File: config.mk
export PLATFORM = sky130hd
export DESIGN_NAME = fetch_unit
export DESIGN_NICKNAME = d
export VERILOG_FILES = /design/src/rtl/fetch_unit.sv
export SDC_FILE = /design/constraint.sdc
export NUM_CORES = 1
export LEC_CHECK = 0
export CORE_MARGIN = 2
export CORE_UTILIZATION = 55
export CTS_BUF_LIST = sky130_fd_sc_hd__clkbuf_16
export DETAILED_ROUTE_END_ITERATION = 10
export DONT_BUFFER_PORTS = 1
export GPL_ROUTABILITY_DRIVEN = 0
export PLACE_DENSITY = 0.73
export SLEW_MARGIN = 20
export SYNTH_ARGS = -nofsm -noshare
export SYNTH_HDL_FRONTEND = slang
export SYNTH_SLANG_ARGS = --single-unit
export TNS_END_PERCENT = 5
File: constraint.sdc
create_clock -name clk -period 4 [get_ports clk]
set_input_delay 1.2 -clock clk [delete_from_list [all_inputs] [get_ports clk]]
set_output_delay 1.2 -clock clk [all_outputs]
set_load 0.1 [all_outputs]
File: src/rtl/fetch_unit.sv
// Instruction-fetch stage feeding reg_file: owns the PC, registers the fetched word,
// redirects on taken jumps, holds on stall and stops on the halt word.
module fetch_unit #(
    parameter int unsigned        PC_W       = 8,
    parameter int unsigned        INSTR_W    = 9,
    parameter logic [INSTR_W-1:0] HALT_INSTR = 9'h1ff,
    parameter int unsigned        CNT_W      = 16
) (
    input  logic               clk,
    input  logic               reset,
    input  logic               start,
    input  logic [PC_W-1:0]    start_pc,
    input  logic               stall,
    input  logic               branch_en,
    input  logic [7:0]         branch_base,
    input  logic [3:0]         branch_offs,
    output logic [PC_W-1:0]    imem_addr,
    input  logic [INSTR_W-1:0] imem_data,
    output logic [INSTR_W-1:0] instr,
    output logic               instr_valid,
    output logic [PC_W-1:0]    instr_pc,
    output logic               halted,
    output logic [CNT_W-1:0]   icount
);

    localparam int unsigned BASE_W = 8;
    localparam int unsigned SUM_W  = BASE_W + 1;

    typedef enum logic [1:0] {
        ST_IDLE = 2'd0,
        ST_RUN  = 2'd1,
        ST_HALT = 2'd2
    } state_e;

    state_e              state_q, state_d;
    logic [PC_W-1:0]     pc_q, pc_d;
    logic [INSTR_W-1:0]  instr_q, instr_d;
    logic                instr_valid_q, instr_valid_d;
    logic [PC_W-1:0]     instr_pc_q, instr_pc_d;
    logic                halted_q, halted_d;
    logic [CNT_W-1:0]    icount_q, icount_d;
    logic [SUM_W-1:0]    br_sum_c;
    logic [PC_W-1:0]     br_target_c;

    // Jump target wraps modulo the PC range
    assign br_sum_c    = SUM_W'(branch_base) + SUM_W'(branch_offs);
    assign br_target_c = PC_W'(br_sum_c);

    always_comb begin
        state_d       = state_q;
        pc_d          = pc_q;
        instr_d       = instr_q;
        instr_valid_d = instr_valid_q;
        instr_pc_d    = instr_pc_q;
        halted_d      = halted_q;
        icount_d      = icount_q;

        if (!stall) begin
            unique case (state_q)
                ST_IDLE: begin
                    if (start) begin
                        state_d       = ST_RUN;
                        pc_d          = start_pc;
                        instr_valid_d = 1'b0;
                    end
                end
                ST_RUN: begin
                    if (branch_en) begin
                        // Word fetched this cycle is wrong-path: drop it, leave a bubble
                        pc_d          = br_target_c;
                        instr_valid_d = 1'b0;
                    end else begin
                        instr_d       = imem_data;
                        instr_pc_d    = pc_q;
                        instr_valid_d = 1'b1;
                        pc_d          = pc_q + PC_W'(1);
                        if (icount_q != '1) begin
                            icount_d = icount_q + CNT_W'(1);
                        end
                        if (imem_data == HALT_INSTR) begin
                            state_d = ST_HALT;
                        end
                    end
                end
                ST_HALT: begin
                    instr_valid_d = 1'b0;
                    halted_d      = 1'b1;
                    if (start) begin
                        state_d  = ST_RUN;
                        pc_d     = start_pc;
                        halted_d = 1'b0;
                    end
                end
                default: begin
                    state_d = ST_IDLE;
                end
            endcase
        end
    end

    always_ff @(posedge clk or posedge reset) begin
        if (reset) begin
            state_q       <= ST_IDLE;
            pc_q          <= '0;
            instr_q       <= '0;
            instr_valid_q <= 1'b0;
            instr_pc_q    <= '0;
            halted_q      <= 1'b0;
            icount_q      <= '0;
        end else begin
            state_q       <= state_d;
            pc_q          <= pc_d;
            instr_q       <= instr_d;
            instr_valid_q <= instr_valid_d;
            instr_pc_q    <= instr_pc_d;
            halted_q      <= halted_d;
            icount_q      <= icount_d;
        end
    end

    assign imem_addr   = pc_q;
    assign instr       = instr_q;
    assign instr_valid = instr_valid_q;
    assign instr_pc    = instr_pc_q;
    assign halted      = halted_q;
    assign icount      = icount_q;

endmodule

==> results.py, run 1 <==
metrics = {
    "routing": {
        "drt-vias-per-instance": 6.14,
        "route.vias.total": 1868,
        "drt_first_pass_iters": 6,
        "ant_nets": 0,
        "drc": 0,
        "drt-total-wl_um": 5310,
        "drtIter0Drc": 91,
        "wl_per_cell_um": 17.5,
    },
    "critical_path": {
        "worst-r2r-cell-count": 4,
        "crit_path_end_kind": "primary output",
        "rr_endpoint": "icount[1]",
        "critPathArrivalTime_ns": 1.39,
        "cp-endpoint": "imem_addr[0]",
        "crit_type": "reg2out",
        "rrSetupSlack_ns": 1.43,
        "crit_path_start": "imem_addr[0]",
        "path_depth": 0,
        "worstPathMaxFanout": 9,
        "cp-start-kind": "register",
        "reg2reg_from": "icount[0]",
        "crit_required_ns": 2.80,
    },
    "clocking": {
        "cts_sinks": 45,
        "clk_pin_slew_ns": 0.06,
        "insertion_delay_ns": 0.28,
        "cts.htree.levels": 2,
        "cts_made_buffers": 5,
        "root_buffer": "clkbuf_16",
        "hold_buffers": 0,
        "cts_tree": "yes",
        "postCtsSetupRepairBufs": 0,
        "cts_buffer_depth": 2,
        "cts.repair.resized": 0,
    },
    "grt": {
        "grt.total_usage": 0.221,
        "grt_pass1_wl_um": 8710,
        "grtUsageMet3": 0.0689,
        "grt.busiest_layer": "met2",
        "grtUsageMet2": 0.342,
        "overflow": 0,
        "antenna_found_initial": 0,
        "gr-usage-met1": 0.290,
        "grt_max_degree": 46,
        "grt_pass1_vias": 1815,
    },
    "sta": {
        "setup_viol": 0,
        "timing.final.hold_violations": 0,
        "period_needed_ns": 2.59,
        "setup_slack_ns": 1.41,
        "drv_slew": 0,
        "fin_worst_skew_ns": 0.00727,
        "tightest_slew_ns": 1.14,
        "grt_setup_unrepaired": "no",
        "max_slew_margin": 0.239,
        "setup_tns_ns": 0,
        "period_share": 0.646,
        "max_freq_mhz": 387,
    },
    "synth": {
        "synth_commonest_cells": "45 x dfrtp_1, 19 x mux2_2, 18 x nand2_1, 18 x nor2_1, 16 x a21oi_1",
        "synthTopCellsByArea": "dfrtp_1 45%, mux2_2 8.6%, ha_1 5.0%",
        "synthArstFlopShare": 1.00,
        "yosysSeqAreaShare": 0.451,
        "synth.most_common_cell": "dfrtp_1",
        "synth_top_area_share": 0.451,
        "yosys_warnings": 0,
        "ys.flop_type": "dfrtp_1",
        "netlist_area_um2": 2500,
        "syn_inst": 243,
        "synth_area_per_cell_um2": 10.3,
        "synth_cell_type_count": 42,
        "yosysTopAreaCell": "dfrtp_1",
        "synth-seq-cells": 45,
        "syn_nets": 288,
        "synth_edf_count": 0,
    },
    "layout": {
        "diodes": 0,
        "drive_gt1_frac": 0.159,
        "syn_to_final_growth_pct": 9.12,
        "fin_nets": 296,
    },
    "floorplan": {
        "ioPinCount": 77,
        "start_util": 0.573,
        "rows": 24,
        "fp.dieH_um": 71.4,
        "die_area_um2": 5090,
        "die_w_um": 71.4,
        "core_area_um2": 4350,
    },
    "run_status": {
        "status": "finished, final reports clean",
    },
    "placed_design": {
        "portBuffers": 0,
        "hpwl_um": 3950,
        "post-place-ws_ns": 1.21,
    },
    "min_path": {
        "holdCritPathClass": "reg2reg",
    },
    "job": {
        "maxCapViolations": 0,
    },
}
-- per-stage QoR --
| stage | cell area [um^2] | utilization | hold slack [ns] | instances |
|---|---|---|---|---|
| 2_1_floorplan | 2500 | - | 0.510 | 243 |
| 6_report | 2720 | 0.626 | 0.561 | 304 |
| 5_1_grt | 2720 | 0.626 | 0.596 | 304 |
| 4_1_cts | 2720 | 0.626 | 0.566 | 304 |
| 3_3_place_gp | 2580 | 0.593 | 0.549 | 296 |
| 3_5_place_dp | 2580 | 0.593 | 0.551 | 296 |
-- cells by family (layout without fill, tap and decap cells) --
group                    Yosys count  after routing  share of synthesized area
multiplexers                      25             25                      0.110
AND/OR/NAND/NOR                   83             83                      0.176
AO/OA/AOI/OAI                     42             42                     0.0998
flip-flops                        45             45                      0.451
adder cells (fa/ha/maj)           11             11                     0.0581
XOR/XNOR                          20             20                     0.0732
buffers and inverters             17             26                     0.0321
-- routing by layer --
metal  wire [um]  part of all wire  up-vias
li1            -                 -      878
met1        2310              0.44      919
met2        2510              0.47       61
met3         394             0.074       10
met4          90             0.017        0
met5           0                 0        -
-- layout make-up --
type,instances,area [um^2]
multi-input cells,181,1290
well taps,52,65.1
inverters,10,37.5
clock buffers,5,125
clock inverters,3,15.0
fillers,355,1630
flip-flops and latches,45,1130
repair buffers,8,60.1
-- state kept, by name (all words and copies together), names as in the netlist --
register and count:
halted 1, icount 16, imem_addr 8, instr 9, instr_pc 8, instr_valid 1, state_q 2
-- layout by cell type, fill, tap and decap left out, types with 2 or more instances in the layout --
cell type,n
nand2b_1,6
ha_1,10
nand3_1,15
o21a_1,2
clkbuf_16,5
o211ai_1,4
nand4_1,5
and3_1,6
and4_1,2
nor4_1,3
or2_2,2
dfrtp_1,45
mux2i_1,6
buf_4,8
xnor2_1,8
xor2_1,11
mux2_2,19
nor2_1,18
o21ai_0,11
inv_1,11
a21oi_1,16
nand2_1,18
-- worst min path at each step --
stage                 endpoint  startpoint  depth (start not counted)  slack, ns
floorplan           state_q[0]  state_q[0]                          1       0.51
global route        state_q[1]  state_q[1]                          1       0.60
detailed placement  state_q[1]  state_q[1]                          1       0.55
global placement    state_q[0]  state_q[0]                          1       0.55
CTS                 state_q[1]  state_q[1]                          1       0.57
finish              state_q[1]  state_q[1]                          1       0.56
Power of run 1 is left out: the tool's default activity adds up to more than one toggle a clock period on the data nets, which glitch-free logic cannot reach.
==> inputs of run 2 (changes only) <==
- clock period: 4 -> 2.71 ns (I/O delays scaled with it)
==> run 2 against run 1 <==
  * Final area up 5.8%
  * Global-route usage grew 0.84 points
  * Critical endpoint is now state_q[0]
  * Hold slack lost 0.063 ns
  * Sequential share of layout area down 2.3 points
  * First-iteration DRC count down 2.2%
  * Clock-buffer cell count unchanged
  * Non-clock buffer count grew 21
  * Register-to-register slack lost 0.93 ns
  * Critical path depth up 7
  * Utilization rose by 3.6 points
  * Die area unchanged
  * Wire length rose by 4.4%
==> results.py, run 2 (synthesis results as in run 1) <==
metrics = {
    "sta": {
        "timing.hold.ws_ns": 0.498,
        "max_freq_mhz": 452,
        "drv_slew": 0,
        "tightest_slew_ns": 0.955,
        "setup_viol": 0,
        "period_needed_ns": 2.21,
        "fin_worst_skew_ns": 0.00318,
        "max_slew_margin": 0.363,
        "period_share": 0.817,
        "setup_tns_ns": 0,
        "timing.final.hold_violations": 0,
        "grt_setup_unrepaired": "no",
    },
    "floorplan": {
        "fp.dieH_um": 71.4,
        "core_area_um2": 4350,
        "start_util": 0.573,
        "rows": 24,
        "die_w_um": 71.4,
        "ioPinCount": 77,
        "die_area_um2": 5090,
    },
    "clocking": {
        "insertion_delay_ns": 0.28,
        "cts_sinks": 45,
        "clk_pin_slew_ns": 0.06,
        "hold_buffers": 0,
        "cts.htree.levels": 2,
        "cts_tree": "yes",
        "cts_made_buffers": 5,
        "postCtsSetupRepairBufs": 0,
        "cts.repair.resized": 0,
        "cts_buffer_depth": 2,
        "root_buffer": "clkbuf_16",
    },
    "critical_path": {
        "crit_type": "reg2reg",
        "worst-r2r-cell-count": 7,
        "crit_required_ns": 2.86,
        "critPathArrivalTime_ns": 2.37,
        "cp_cell_sequence": "inv_1 -> ha_1 -> nor2_1 -> nor2_1 -> nor4_1 -> o21ai_0 -> o2bb2ai_1",
        "rr_endpoint": "state_q[0]",
        "cp-start-kind": "register",
        "rrSetupSlack_ns": 0.50,
        "reg2reg_from": "state_q[0]",
        "cp_common_cell": "nor2_1",
        "crit_slowest_cell": "nor4_1",
        "worstPathMaxFanout": 9,
        "crit_path_end_kind": "register",
        "slowest_delay_ns": 0.44,
    },
    "placed_design": {
        "placed_cell_area_um2": 2740,
        "hpwl_um": 4150,
        "portBuffers": 0,
    },
    "min_path": {
        "min_delay_worst_endpoint": "halted",
        "worst_hold_startpoint": "halted",
        "holdCritPathClass": "reg2reg",
        "hold_depth": 2,
    },
    "layout": {
        "diodes": 0,
        "largest_register_ffs": 16,
        "final_area_um2": 2880,
        "final_cell_mix": "45 x dfrtp_1, 29 x buf_4, 19 x mux2_2",
        "nFillCells": 347,
        "drive_gt1_frac": 0.223,
        "final_common_cell": "dfrtp_1",
        "fin_nets": 317,
        "syn_to_final_growth_pct": 15.4,
    },
    "routing": {
        "drtIter0Drc": 89,
        "ant_nets": 0,
        "drt-vias-per-instance": 5.85,
        "route.vias.total": 1900,
        "drt-total-wl_um": 5540,
        "drt_first_pass_iters": 4,
        "drc": 0,
        "wl_per_cell_um": 17.0,
    },
    "grt": {
        "grt.total_usage": 0.229,
        "antenna_found_initial": 0,
        "grt_pass1_wl_um": 8980,
        "grt_pass1_vias": 1847,
        "grt_max_degree": 46,
        "overflow": 0,
    },
    "job": {
        "maxCapViolations": 0,
    },
    "run_status": {
        "status": "finished, final reports clean",
    },
}
==> run 2: worst max-delay path by stage <==
| stage | from | end | slack (ns) | cells past startpoint |
|---|---|---|---|---|
| 4_1_cts | state_q[0] | state_q[0] | 0.53 | 7 |
| 3_5_place_dp | branch_en | icount[14] | 0.50 | 5 |
| 2_1_floorplan | icount[4] | icount[1] | 0.32 | 4 |
| 5_1_grt | state_q[0] | state_q[0] | 0.23 | 7 |
| 3_3_place_gp | branch_base[0] | imem_addr[6] | 0.53 | 8 |
| 6_report | state_q[0] | state_q[0] | 0.50 | 7 |
==> run 2: cell type report <==
| cell class | count | area, um^2 | share of cell area |
|---|---|---|---|
| multi-input combinational | 181 | 1290 | 0.449 |
| clock buffer | 5 | 125 | 0.0434 |
| tap | 52 | 65.1 | 0.0226 |
| timing repair buffer | 29 | 218 | 0.0756 |
| clock inverter | 3 | 15.0 | 0.00521 |
| inverter | 10 | 37.5 | 0.0130 |
| sequential | 45 | 1130 | 0.391 |
==> run 2: through the flow <==
stage,utilization,setup WS (ns),std cells
after floorplan,-,0.321,243
after global placement,0.630,0.534,317
after detailed placement,0.630,0.498,317
after CTS,0.662,0.532,325
after global routing,0.662,0.231,325
final,0.662,0.497,325
==> run 2: worst max-delay path, delay by kind of cell (launching register included) <==
kind,cells,cell delay [ns]
simple gates,3,1.00
flops,1,0.41
compound gates,2,0.34
fa+ha+maj,1,0.25
buf+inv,1,0.09
==> run 2: layer usage <==
layer	GRT usage	part of all wire
met1	0.308	0.42
met2	0.357	0.49
met4	0.0566	0.0088
met3	0.0816	0.077
met5	0	0
Power of run 2 is left out for the same reason.
==> inputs of run 3 (changes only) <==
- PLACE_DENSITY: 0.73 -> 0.76
- clock period: 2.71 -> 1.85 ns (I/O delays scaled with it)
==> run 3 against run 2 <==
  * The run now ends with setup timing left
  * Critical path depth is 1 higher
  * Critical path type unchanged
  * Clock skew down 0.0013 ns
  * Wire length is 6.2% higher
  * Die area unchanged
  * Highest routed layer unchanged
  * Largest cell class unchanged
==> results.py, run 3 (synthesis results as in run 1) <==
metrics = {
    "placed_design": {
        "hpwl_um": 4390,
        "portBuffers": 0,
    },
    "routing": {
        "drtIter0Drc": 155,
        "drt-total-wl_um": 5890,
        "wl_per_cell_um": 16.7,
        "drc": 0,
        "route.vias.total": 2041,
        "ant_nets": 0,
        "drt-vias-per-instance": 5.80,
        "drt_first_pass_iters": 4,
    },
    "layout": {
        "fin_nets": 344,
        "nFillCells": 301,
        "diodes": 0,
        "finalCoreUtilization": 0.737,
        "final_common_cell": "buf_4",
        "syn_to_final_growth_pct": 28.6,
        "final_cell_mix": "55 x buf_4, 28 x dfrtp_1, 19 x mux2_2",
        "drive_gt1_frac": 0.397,
        "largest_register_ffs": 16,
    },
    "clocking": {
        "cts_made_buffers": 5,
        "clk_pin_slew_ns": 0.06,
        "cts.htree.levels": 2,
        "hold_buffers": 0,
        "cts_buffer_depth": 2,
        "root_buffer": "clkbuf_16",
        "cts_tree": "yes",
        "cts_sinks": 45,
        "postCtsSetupRepairBufs": 0,
        "insertion_delay_ns": 0.29,
    },
    "critical_path": {
        "rr_endpoint": "icount[13]",
        "crit_required_ns": 2.02,
        "worst-r2r-cell-count": 8,
        "rrSetupSlack_ns": -0.001,
        "cp-start-kind": "register",
        "worstPathMaxFanout": 4,
        "crit_path_end_kind": "register",
        "crit_path_start": "state_q[1]",
        "cp-endpoint": "icount[13]",
        "reg2reg_from": "state_q[1]",
        "crit_type": "reg2reg",
        "critPathArrivalTime_ns": 2.02,
    },
    "grt": {
        "overflow": 0,
        "grt.total_usage": 0.238,
        "grt_pass1_vias": 2115,
        "grt_max_degree": 36,
        "grt_pass1_wl_um": 9560,
        "antenna_found_initial": 0,
    },
    "floorplan": {
        "fp.dieH_um": 71.4,
        "die_area_um2": 5090,
        "rows": 24,
        "die_w_um": 71.4,
        "start_util": 0.573,
        "core_area_um2": 4350,
        "ioPinCount": 77,
    },
    "sta": {
        "period_share": 1.00,
        "max_slew_margin": 0.410,
        "fin_worst_skew_ns": 0.00188,
        "grt_setup_unrepaired": "yes",
        "tightest_slew_ns": 0.885,
        "setup_viol": 1,
        "period_needed_ns": 1.85,
        "timing.final.hold_violations": 0,
        "max_freq_mhz": 540,
        "drv_slew": 0,
        "setup_slack_ns": -0.00124,
    },
    "min_path": {
        "holdCritPathClass": "in2async",
    },
    "job": {
        "maxCapViolations": 0,
    },
    "run_status": {
        "status": "complete, but fails checks",
        "failed_checks": "setup timing",
    },
}
[run 3: cell types whose count changed in the layout (fill, tap and decap cells not counted), moves of 2 or more]
| cell | previous run | this run |
|---|---|---|
| clkinv_4 | 0 | 2 |
| inv_1 | 11 | 8 |
| ha_1 | 10 | 8 |
| nor4_2 | 0 | 2 |
| dfrtp_4 | 0 | 6 |
| buf_4 | 29 | 55 |
| nor4_1 | 3 | 1 |
| and3_4 | 0 | 2 |
| and3_1 | 6 | 4 |
| nor2_1 | 18 | 16 |
| dfrtp_2 | 0 | 11 |
| dfrtp_1 | 45 | 28 |
| nor2_2 | 0 | 2 |
[run 3: worst max-delay path, cell delays in order, from the launching register on]
cell      delay (ns)
dfrtp_1         0.39
inv_2           0.08
ha_4            0.13
buf_4           0.12
nor3b_4         0.24
and3_4          0.23
nand2b_1        0.09
nor2_1          0.11
mux2_2          0.34
[run 3: per-layer routing]
layer | GRT usage | share of wire | up-vias
met2 | 0.401 | 0.50 | 71
met4 | 0.0818 | 0.015 | 0
li1 | - | - | 974
met3 | 0.0703 | 0.073 | 8
met5 | 0 | 0 | -
met1 | 0.291 | 0.41 | 988
[run 3: cell type report]
type	count	area, um^2	area share
clock buffers	5	125	0.0390
clock inverters	3	22.5	0.00701
inverters	10	37.5	0.0117
multi-input cells	181	1370	0.425
flip-flops and latches	45	1160	0.362
well taps	52	65.1	0.0203
repair buffers	56	433	0.135
[run 3: worst min-delay path by stage]
stage	to	cells past startpoint	start
finish	instr[7]	1	reset
global route	instr[7]	1	reset
CTS	instr[7]	1	reset
detailed placement	instr[7]	1	reset
global placement	instr[7]	1	reset
floorplan	state_q[0]	1	state_q[0]
[run 3: metrics by stage]
step	hold slack [ns]	cells	setup TNS (ns)	cell area (um^2)	setup slack, ns
floorplan	0.510	243	-0.898	2540	-0.115
global placement	0.381	344	-0.0414	2990	-0.0414
detailed placement	0.385	344	-0.177	2990	-0.125
CTS	0.0771	352	-0.0270	3150	-0.0270
global route	0.0833	352	-0.275	3210	-0.0787
finish	0.0718	352	-0.00124	3210	-0.00124
[run 3: repair_timing]
action	CTS	global route
gates resized for setup	3	13
endpoints found under the setup margin	3	13
pin swaps	0	1
Power of run 3 is left out for the same reason.
